$ cat config.mk
export PLATFORM = sky130hd
export DESIGN_NAME = bp_resolver
export DESIGN_NICKNAME = d
export VERILOG_FILES = /design/src/rtl/bp_resolver_pkg.sv /design/src/rtl/bp_pred_fifo.sv /design/src/rtl/bp_resolver.sv
export SDC_FILE = /design/constraint.sdc
export NUM_CORES = 1
export LEC_CHECK = 0
export CORE_MARGIN = 2
export CORE_UTILIZATION = 55
export CTS_BUF_LIST = sky130_fd_sc_hd__clkbuf_8
export CTS_CLUSTER_DIAMETER = 150
export CTS_CLUSTER_SIZE = 28
export DETAILED_ROUTE_END_ITERATION = 7
export PLACE_DENSITY = 0.88
export SLEW_MARGIN = 20
export SYNTH_ARGS = -nofsm -noshare
export SYNTH_HDL_FRONTEND = slang
export SYNTH_SLANG_ARGS = --single-unit
$ cat constraint.sdc
create_clock -name clk -period 3.49 [get_ports clk]
set_input_delay 0.698 -clock clk [delete_from_list [all_inputs] [get_ports clk]]
set_output_delay 0.698 -clock clk [all_outputs]
set_load 0.01 [all_outputs]
$ cat src/rtl/bp_resolver_pkg.sv
// rtl/bp_resolver_pkg.sv - shared branch-predictor types, encodings and defaults
package bp_resolver_pkg;

  localparam int DEF_DEPTH = 4;
  localparam int DEF_IDX_W = 4;
  localparam int DEF_CNT_W = 16;

  typedef enum logic {
    RUN   = 1'b0,
    FLUSH = 1'b1
  } rslv_state_t;

  // 2-bit saturating counter states held in the predictor table
  typedef enum logic [1:0] {
    CTR_SNT = 2'b00,
    CTR_WNT = 2'b01,
    CTR_WT  = 2'b10,
    CTR_ST  = 2'b11
  } ctr_state_t;

  function automatic logic ctr_taken(input ctr_state_t s);
    return s[1];
  endfunction

endpackage

$ cat src/rtl/bp_pred_fifo.sv
// rtl/bp_pred_fifo.sv - in-flight prediction FIFO of {taken, idx} with synchronous clear
module bp_pred_fifo
  import bp_resolver_pkg::*;
#(
  parameter int DEPTH = DEF_DEPTH,
  parameter int IDX_W = DEF_IDX_W
) (
  input  logic             clk,
  input  logic             rst_n,
  input  logic             push,
  input  logic             push_taken,
  input  logic [IDX_W-1:0] push_idx,
  input  logic             pop,
  input  logic             clear,
  output logic             head_taken,
  output logic [IDX_W-1:0] head_idx,
  output logic             full,
  output logic             empty
);

  localparam int PTR_W = $clog2(DEPTH);

  logic [IDX_W:0]   mem [DEPTH];
  logic [PTR_W-1:0] wr_ptr;
  logic [PTR_W-1:0] rd_ptr;
  logic [PTR_W:0]   count;

  always_ff @(posedge clk or negedge rst_n) begin
    if (!rst_n) begin
      for (int i = 0; i < DEPTH; i++) mem[i] <= '0;
    end else if (push && !clear) begin
      mem[wr_ptr] <= {push_taken, push_idx};
    end
  end

  // Clear wins over push/pop so a flush drops a same-cycle push
  always_ff @(posedge clk or negedge rst_n) begin
    if (!rst_n) begin
      wr_ptr <= '0;
      rd_ptr <= '0;
      count  <= '0;
    end else if (clear) begin
      wr_ptr <= '0;
      rd_ptr <= '0;
      count  <= '0;
    end else begin
      if (push) wr_ptr <= wr_ptr + 1'b1;
      if (pop)  rd_ptr <= rd_ptr + 1'b1;
      case ({push, pop})
        2'b10:   count <= count + 1'b1;
        2'b01:   count <= count - 1'b1;
        default: count <= count;
      endcase
    end
  end

  assign head_taken = mem[rd_ptr][IDX_W];
  assign head_idx   = mem[rd_ptr][IDX_W-1:0];
  assign full       = (count == (PTR_W+1)'(DEPTH));
  assign empty      = (count == '0);

endmodule

$ cat src/rtl/bp_resolver.sv
// rtl/bp_resolver.sv - matches resolved branches against queued predictions, drives table updates and flushes
module bp_resolver
  import bp_resolver_pkg::*;
#(
  parameter int DEPTH = DEF_DEPTH,
  parameter int IDX_W = DEF_IDX_W,
  parameter int CNT_W = DEF_CNT_W
) (
  input  logic             clk,
  input  logic             rst_n,
  input  logic             pred_valid,
  input  logic             pred_taken,
  input  logic [IDX_W-1:0] pred_idx,
  output logic             pred_ready,
  input  logic             res_valid,
  input  logic             res_taken,
  output logic             upd_en,
  output logic             upd_actual,
  output logic [IDX_W-1:0] upd_idx,
  output logic             mispredict,
  output logic             underflow,
  output logic [CNT_W-1:0] mispredict_cnt
);

  rslv_state_t      state;
  rslv_state_t      state_nxt;
  logic             head_taken;
  logic [IDX_W-1:0] head_idx;
  logic             full;
  logic             empty;
  logic             pop_req;
  logic             mis;
  logic             push;

  assign pop_req = (state == RUN) && res_valid && !empty;
  assign mis     = pop_req && (head_taken != res_taken);
  assign push    = pred_valid && pred_ready && !mis;

  bp_pred_fifo #(.DEPTH(DEPTH), .IDX_W(IDX_W)) u_fifo (
    .clk        (clk),
    .rst_n      (rst_n),
    .push       (push),
    .push_taken (pred_taken),
    .push_idx   (pred_idx),
    .pop        (pop_req),
    .clear      (mis),
    .head_taken (head_taken),
    .head_idx   (head_idx),
    .full       (full),
    .empty      (empty)
  );

  always_ff @(posedge clk or negedge rst_n) begin
    if (!rst_n) state <= RUN;
    else        state <= state_nxt;
  end

  always_comb begin
    state_nxt  = state;
    pred_ready = 1'b0;
    case (state)
      RUN: begin
        pred_ready = !full;
        if (mis) state_nxt = FLUSH;
      end
      FLUSH:   state_nxt = RUN;
      default: state_nxt = RUN;
    endcase
  end

  always_ff @(posedge clk or negedge rst_n) begin
    if (!rst_n) begin
      upd_en         <= 1'b0;
      upd_actual     <= 1'b0;
      upd_idx        <= '0;
      mispredict     <= 1'b0;
      underflow      <= 1'b0;
      mispredict_cnt <= '0;
    end else begin
      upd_en     <= pop_req;
      mispredict <= mis;
      if (pop_req) begin
        upd_actual <= res_taken;
        upd_idx    <= head_idx;
      end
      if ((state == RUN) && res_valid && empty) underflow <= 1'b1;
      if (mis && (mispredict_cnt != '1)) mispredict_cnt <= mispredict_cnt + 1'b1;
    end
  end

endmodule
==> run metrics <==
fraction of layout instances using a drive strength above 1 0.148; Max Root-Sink Buffers 2; Max Cap Viol 0; clk root buf clkbuf_8; CTS tree yes; achievable clock frequency 0.370 GHz; syn nets 225; xor/xnor share of the synthesized area 0.0599; Pwr Density 800 nW/um2; endpoints failing setup 0; Reg2Reg Setup Slack 0.87 ns; number of flops mapped to enable cells by yosys 0; Worst-path clk slew 0.09 ns; R2R cell count 8; Tmin final 2.70 ns; worst skew pair latency 0.30 ns; # diodes 0; Final Hold Fails 0; die width 71.2 um; setup TNS 0 ns; Mean Syn Cell Area 11.9 um2; vias in the first global route 1759; post-CTS setup buffer count 0; Ports 35; Mapped Area 2480 um2; DRC Markers 0; worst slew pin tran 0.668 ns; Worst Path Required 3.73 ns; drt pass-1 iters 4; post-synthesis compound-gate area fraction 0.0408; die area 5070 um2; number of distinct library cells after synthesis 38; sequential share of the synthesized area 0.524; Reg2Reg Launch Point u_fifo.rd_ptr[1]$_DFFE_PN0P_; asr flop ratio synth 1.00; Slew Limit Fails 0; leakage 1.31 nW; effective utilization at floorplan 0.571; synth top area cells dfrtp_1, mux2_2, nand2_1; r2r endpoint u_fifo.count[2]$_DFFE_PN0P_; CTS buffer count 5; post-DP HPWL 3430 um; CTS Sinks 52; Final Util 0.675; htree depth 2; GP Congestion 0.829; Synth top area share 0.524; WL per Instance 16.3 um; port bufs 34; via/cell ratio 5.70; simple-gate share of the synthesized area 0.148; hold_ws 0.428 ns; Routed Antenna Nets 0; crit path kind in2reg; Area Overhead vs Synth 18.3%; Fin Clk Skew 0.00675 ns; Detailed Route WL 4830 um; Startpoint Class input pin; initial antenna violation count 0; largest net degree at the start of global routing 53; post-CTS resize count 0; hold_buf cts 0; total number of vias 1688; mux contribution to synthesized area 0.162; area leader, netlist dfrtp_1; GRT Total Usage 0.204; Die Ht 71.2 um; overall power 2.35 mW; grt total ovfl 0; Filler cells 317; CP Capture Type flop; worst vdd ir 0.438 mV; #FFs+latches synth 52; post-synthesis adder-cell area fraction 0.0332; Syn Inst Count 209; Core Region 4350 um2; worst-path maximum fanout 5; Synth Warn # 0; row count 24; Hold/Removal Path Class in2async; final net count 259; main flop type after synthesis dfrtp_1; storage element area 1300 um2; Detailed Route Iter0 Violations 144; Arrival @ worst endpoint 2.94 ns; Final Cycle Share 0.775; slew margin rel. 0.553; unrepaired setup endpoints after global routing false; multi-input logic area 1100 um2; status complete, no violations; first-pass GRT wire length 8250 um; main combinational cell family by area after synthesis multiplexers
[synth_stat cells, types with 4 or more instances]
cell type   n
dfrtp_1    52
nand4_1     6
clkbuf_1    6
mux2i_1     5
mux2_2     21
nand2_1    26
nor2_1      7
nor3_1      6
ha_1        5
a21oi_1     4
nand3_1     5
nand2b_1    4
xnor2_1     6
o21ai_0     5
xor2_1     11
and3_1      6
nor4_1      4
[stage by stage]
| step | cells | cell area (um2) | worst slack, ns |
|---|---|---|---|
| finish | 296 | 2940 | 0.786 |
| global route | 296 | 2940 | 0.614 |
| CTS | 296 | 2940 | 0.808 |
| detailed placement | 288 | 2850 | 0.501 |
| global placement | 288 | 2850 | 0.602 |
| floorplan | 209 | 2480 | 0.912 |
[registers in the layout, summed over array words and instances, names as in the netlist]
name,cells
u_fifo.count,3
u_fifo.wr_ptr,2
upd_actual,1
state,1
mispredict,1
upd_idx,4
u_fifo.rd_ptr,2
u_fifo.mem,20
upd_en,1
mispredict_cnt,16
underflow,1
[logic make-up (layout without fill, tap and decap cells)]
family          Yosys count  in the layout
xor+xnor                 17             17
fa+ha+maj                 6              6
compound gates           16             16
simple gates             72             72
mux                      31             31
buf+inv                  15             50
flops                    52             52
[placed cells by master (no fill, tap or decap), types with 2 or more instances in the layout]
cell,instances
dfrtp_1,52
clkdlybuf4s50_1,33
nand2_1,26
mux2_2,21
xor2_1,11
nor2_1,7
nor3_1,6
and3_1,6
xnor2_1,6
nand4_1,6
clkbuf_8,6
mux2i_1,5
inv_1,5
o21ai_0,5
nand3_1,5
ha_1,5
nand2b_1,4
a21oi_1,4
nor4_1,4
buf_4,4
mux4_1,3
nor2b_1,2
clkinv_1,2
or3_1,2
[layout make-up]
cell class | count | area share
clock buffer | 6 | 0.0281
clock inverter | 2 | 0.00255
inverter | 5 | 0.00639
multi-input combinational | 142 | 0.375
sequential | 52 | 0.443
tap | 52 | 0.0221
timing repair buffer | 37 | 0.123
[worst max-delay path: stages]
cell and delay (ns):
clkdlybuf4s50_1 0.46, nand2b_1 0.17, mux2i_1 0.32, or3_1 0.19, a21oi_1 0.08, fa_1 0.40
and3_1 0.19, o31ai_1 0.26, o31a_1 0.18
[layer usage]
metal	part of all wire	up-vias	track usage
li1	-	800	-
met1	0.44	861	0.283
met2	0.53	23	0.340
met3	0.023	4	0.0295
met4	0.0089	0	0.0608
met5	0	-	0
[how the worst max path moves through the flow]
stage | start | endpoint | slack [ns] | cells after the start
2_1_floorplan | res_taken | u_fifo.count[1]$_DFFE_PN0P_ | 0.91 | 8
3_3_place_gp | res_taken | u_fifo.count[1]$_DFFE_PN0P_ | 0.60 | 7
3_5_place_dp | res_taken | u_fifo.count[2]$_DFFE_PN0P_ | 0.50 | 9
4_1_cts | res_taken | u_fifo.count[2]$_DFFE_PN0P_ | 0.81 | 9
5_1_grt | res_taken | u_fifo.count[2]$_DFFE_PN0P_ | 0.61 | 9
6_report | res_taken | u_fifo.count[2]$_DFFE_PN0P_ | 0.79 | 9
[power by group]
part | internal [mW] | total (mW) | switching (mW)
clock | 0.156 | 0.338 | 0.182
combinational | 0.531 | 0.969 | 0.438
sequential | 0.841 | 1.04 | 0.204
total | 1.53 | 2.35 | 0.824
Power figures use the tool's default switching activity.
